**config.mk**
```make
export PLATFORM = sky130hd
export DESIGN_NAME = output_port_arbiter
export DESIGN_NICKNAME = d
export VERILOG_FILES = /design/src/rtl/output_port_arbiter.sv
export SDC_FILE = /design/constraint.sdc
export NUM_CORES = 1
export LEC_CHECK = 0
export CAP_MARGIN = 20
export CORE_MARGIN = 10
export CORE_UTILIZATION = 55
export CTS_CLUSTER_DIAMETER = 50
export DETAILED_ROUTE_END_ITERATION = 10
export PLACE_DENSITY = 0.88
export SKIP_LAST_GASP = 1
export SLEW_MARGIN = 40
export SYNTH_ARGS = -nofsm -noshare
export SYNTH_HDL_FRONTEND = slang
export SYNTH_SLANG_ARGS = --single-unit
```
**constraint.sdc**
```tcl
create_clock -name clk -period 3.7 [get_ports clk]
set_input_delay 0.74 -clock clk [delete_from_list [all_inputs] [get_ports clk]]
set_output_delay 0.74 -clock clk [all_outputs]
set_load 0.01 [all_outputs]
```
**src/rtl/output_port_arbiter.sv**
```systemverilog
// Round-robin output-port arbiter for a 5-port router: one registered grant held for a whole packet.
// Optional grant-hold timeout with forced release and flush is enabled by defining ARB_TIMEOUT_EN.
`timescale 1ns/1ps

module output_port_arbiter #(
    parameter int N_REQ          = 5,
    parameter int SEL_W          = 3,
    parameter int TIMEOUT_CYCLES = 1023
) (
    input  logic             clk,
    input  logic             rst,
    input  logic [N_REQ-1:0] req_port,
    output logic [N_REQ-1:0] grant_port,
    output logic [SEL_W-1:0] sel,
    output logic             busy,
    output logic             timeout_err
);

    localparam logic [1:0] IDLE  = 2'd0;
    localparam logic [1:0] GRANT = 2'd1;
`ifdef ARB_TIMEOUT_EN
    localparam logic [1:0] FLUSH = 2'd2;
    localparam int         CNT_W = (TIMEOUT_CYCLES > 1) ? $clog2(TIMEOUT_CYCLES) : 1;
    logic [CNT_W-1:0]      hold_cnt;
`endif

    logic [1:0]       state;
    logic [SEL_W-1:0] ptr;
    logic [SEL_W-1:0] cur;
    logic [SEL_W-1:0] winner;
    logic [SEL_W-1:0] idx;
    logic [N_REQ-1:0] winner_onehot;
    logic             found;

    // Search starts one past the last granted index, so the previous owner goes last.
    // NOTE: every variable gets a default before any conditional write, otherwise a latch is inferred.
    always_comb begin
        found         = 1'b0;
        winner        = '0;
        idx           = '0;
        winner_onehot = '0;
        for (int i = 1; i <= N_REQ; i++) begin
            idx = (int'(ptr) + i >= N_REQ) ? SEL_W'(int'(ptr) + i - N_REQ)
                                           : SEL_W'(int'(ptr) + i);
            if (!found && req_port[idx]) begin
                found  = 1'b1;
                winner = idx;
            end
        end
        winner_onehot[winner] = found;
    end

    // NOTE: state registers use non-blocking assignments so every flop samples pre-edge values.
    always_ff @(posedge clk or negedge rst) begin
        if (!rst) begin
            state       <= IDLE;
            grant_port  <= '0;
            sel         <= '0;
            busy        <= 1'b0;
            timeout_err <= 1'b0;
            cur         <= '0;
            ptr         <= SEL_W'(N_REQ - 1);
`ifdef ARB_TIMEOUT_EN
            hold_cnt    <= '0;
`endif
        end else begin
            timeout_err <= 1'b0;
            case (state)
                IDLE: begin
                    if (found) begin
                        grant_port <= winner_onehot;
                        sel        <= winner;
                        cur        <= winner;
                        busy       <= 1'b1;
                        state      <= GRANT;
`ifdef ARB_TIMEOUT_EN
                        hold_cnt   <= '0;
`endif
                    end
                end
                GRANT: begin
                    // A request drop takes precedence over a coincident timeout.
                    if (!req_port[cur]) begin
                        grant_port <= '0;
                        sel        <= '0;
                        busy       <= 1'b0;
                        ptr        <= cur;
                        state      <= IDLE;
                    end
`ifdef ARB_TIMEOUT_EN
                    else if (hold_cnt == CNT_W'(TIMEOUT_CYCLES - 1)) begin
                        grant_port  <= '0;
                        sel         <= '0;
                        busy        <= 1'b0;
                        timeout_err <= 1'b1;
                        state       <= FLUSH;
                    end else begin
                        hold_cnt <= hold_cnt + CNT_W'(1);
                    end
`endif
                end
`ifdef ARB_TIMEOUT_EN
                FLUSH: begin
                    // Wait for the stalled owner to withdraw before arbitrating again.
                    if (!req_port[cur]) begin
                        ptr   <= cur;
                        state <= IDLE;
                    end
                end
`endif
                default: begin
                    grant_port <= '0;
                    sel        <= '0;
                    busy       <= 1'b0;
                    state      <= IDLE;
                end
            endcase
        end
    end

endmodule

```
==> impl_metrics.csv <==
group,metric,value,unit
route,drt_iter0_markers,131,
synth,async_flop_share,100.0,%
place,port-buffer-count,15,
route,num_vias,1643,
clocking,cts_max_path_buffers,2,
cells_and_area,nets,236,
place,placedCellCount,258,
synth,synth-seq-area-share,21.45,%
synth,yosysUniqueCellTypes,67,
synth,syn_nets,219,
place,gp_congestion,0.8695,
grt,antenna_found_initial,0,
cells_and_area,drive_above_1_share,14.22,%
clocking,clkTransAtPathRegs,90,ps
clocking,root_buffer,"clkbuf_4",
die,start_util,57.50,%
clocking,clk_latency,290,ps
worst_setup_path,arrival,3510,ps
die,io-pin-count,17,
clocking,tritoncts,"done",
place,dp_hpwl,3.438,mm
cells_and_area,multi_input_area,1282,µm²
synth,ys.flop_type,"dfrtp_1",
sta,max_freq,0.3008,GHz
route,drt_pass1_iterations,4,
sta,holdWs,490.0,ps
sta,final-hold-violation-count,0,
sta,period_minus_slack,3324,ps
worst_setup_path,crit_path_max_fanout,6,
grt,grt_use_total,14.50,%
route,remaining_drc_errors,0,
grt,grt_pass1_vias,1576,
sta,finalSetupTns,0,ps
grt,gr-total-overflow,0,
sta,slew_violations,0,
synth,syn_area,1755,µm²
synth,avgSynthCellArea,8.690,µm²
route,m1WireLength,1.965,mm
synth,synth_cells,202,
grt,grt_max_degree,25,
sta,setup_viol,0,
worst_setup_path,startpoint_type,"register",
clocking,cts_resized,0,
worst_setup_path,required,3890,ps
die,die_area,5851,µm²
sta,fin_crit_sh,89.84,%
cells_and_area,n_antenna_cell,0,
synth,synth-seq-cells,15,
worst_setup_path,crit_path_end_kind,"register",
clocking,cts_sinks,15,
worst_setup_path,criticalPathCategory,"register to register",
synth,synth_edf_count,0,
route,vias_per_cell,6.271,
cells_and_area,final_cells,262,
route,dr_wl_met2,2.110,mm
die,fp.dieW,76.50,µm
sta,fin_skew,11.44,ps
clocking,h-tree-depth,1,
clocking,cts_setup_buffers,0,
sta,worst_pin_slew,633.8,ps
flow_run,maxCapViolCount,0,
route,wl_met3,256,µm
cells_and_area,area_growth,13.90,%
route,avgRoutedWirePerCell,16.57,µm
cells_and_area,fillers,262,
sta,relSlewSlack,57.62,%
route,ant_nets,0,
die,dieHeight,76.50,µm
sta,rsz0062_at_grt,"no",
route,routed.top_layer,"met4",
cells_and_area,regArea,376.6,µm²
die,rows,20,
clocking,cts-hold-fix-buffers,0,
grt,grt_pass1_wl,7.334,mm
outcome,status,"completed",
cells_and_area,post-route-util,65.49,%
synth,yosysWarnings,0,
min_path,hold_path_class,"register to register",
die,core,3053,µm²
route,wl,4.342,mm
clocking,numCtsBuffers,3,
-- area by class of cell --
cell class                      instances  area share, %
Inverter                               11          2.065
Sequential cell                        15          18.84
Tap cell                               44          2.753
Multi-Input combinational cell        164          64.14
Clock buffer                            4          1.314
Timing Repair Buffer                   24          10.89
-- metal layers --
layer	vias up	GRT usage, %
met3	2	2.830
met4	0	2.045
li1	792	-
met2	55	25.43
met1	794	18.12
met5	-	0
-- worst paths after layout --
path	from	endpoint	slack [ps]	cells past startpoint
worst max-delay path	ptr[1]	grant_port[0]	380	11
worst min-delay path	sel[0]	sel[0]	490	1
worst max register to register	ptr[1]	grant_port[0]	380	11
worst min register to register	sel[0]	sel[0]	490	1
max in group asynchronous	rst	cur[1]	2440	1
min in group asynchronous	rst	grant_port[0]	830	1
-- layout by cell type (no fill, tap or decap), types with 6 or more instances in the layout --
cell type	netlist	routed
clkdlybuf4s50_1	0	15
dfrtp_1	14	14
o21ai_0	12	12
nor2_1	11	11
mux2i_1	11	11
nand2_1	11	11
inv_1	10	10
nand2b_1	9	9
ha_1	9	9
buf_4	1	9
nor2b_1	7	7
a21oi_1	6	6
-- cells by family after synthesis --
logic type	Yosys count	share of synthesized area, %
mux	15	9.480
buf+inv	23	5.488
fa+ha+maj	10	7.555
flops	15	21.45
xor+xnor	4	1.996
compound gates	69	30.72
other cells	1	0.2136
simple gates	65	23.09
-- worst max-delay path: stages, from the launching register on --
cell and delay, ps:
dfrtp_1 470, ha_1 190, inv_1 60, fa_1 460, a21o_1 260, a31oi_1 290, a2bb2oi_2 200, nand2_1 90
or4b_1 500, a211oi_1 280, a211oi_1 140, a32o_1 300
-- synthesized netlist by cell type, drive strengths merged (2+ instances only) --
| cell | n | area, µm² |
|---|---|---|
| a31oi | 5 | 31.28 |
| nand2 | 11 | 41.29 |
| o31ai | 2 | 15.01 |
| nor3b | 3 | 27.52 |
| mux2i | 11 | 110.1 |
| mux2 | 3 | 33.78 |
| o21ai | 14 | 70.07 |
| nor4 | 3 | 48.80 |
| buf | 6 | 32.53 |
| xnor2 | 4 | 35.03 |
| a21bo | 2 | 20.02 |
| a211o | 3 | 26.28 |
| o21a | 2 | 15.01 |
| a211oi | 6 | 57.56 |
| o211ai | 4 | 30.03 |
| clkbuf | 6 | 22.52 |
| inv | 11 | 41.29 |
| a21oi | 8 | 55.06 |
| o2bb2ai | 4 | 35.03 |
| o21bai | 2 | 15.01 |
| nand2b | 9 | 56.30 |
| nand4 | 2 | 12.51 |
| a21o | 2 | 15.01 |
| ha | 9 | 112.6 |
| a22o | 2 | 17.52 |
| nor3 | 5 | 25.02 |
| o221a | 2 | 31.28 |
| nor2 | 13 | 58.81 |
| dfrtp | 14 | 350.3 |
| a221o | 2 | 20.02 |
| and2 | 3 | 18.77 |
| nor2b | 8 | 52.55 |
-- state kept, by name (all words and copies together) (netlist names) --
signal / cells
grant_port: 5
cur: 3
ptr: 3
sel: 3
busy: 1
-- stage by stage --
step	setup slack, ps	cell area, µm²
2_1_floorplan	409.2	1755
3_5_place_dp	269.3	1973
6_report	376.0	1999
5_1_grt	170.6	1999
3_3_place_gp	346.7	1973
4_1_cts	390.0	1999
Power is not shown: default switching activity piles up to over one toggle a cycle in this logic, so the estimate is an artifact.
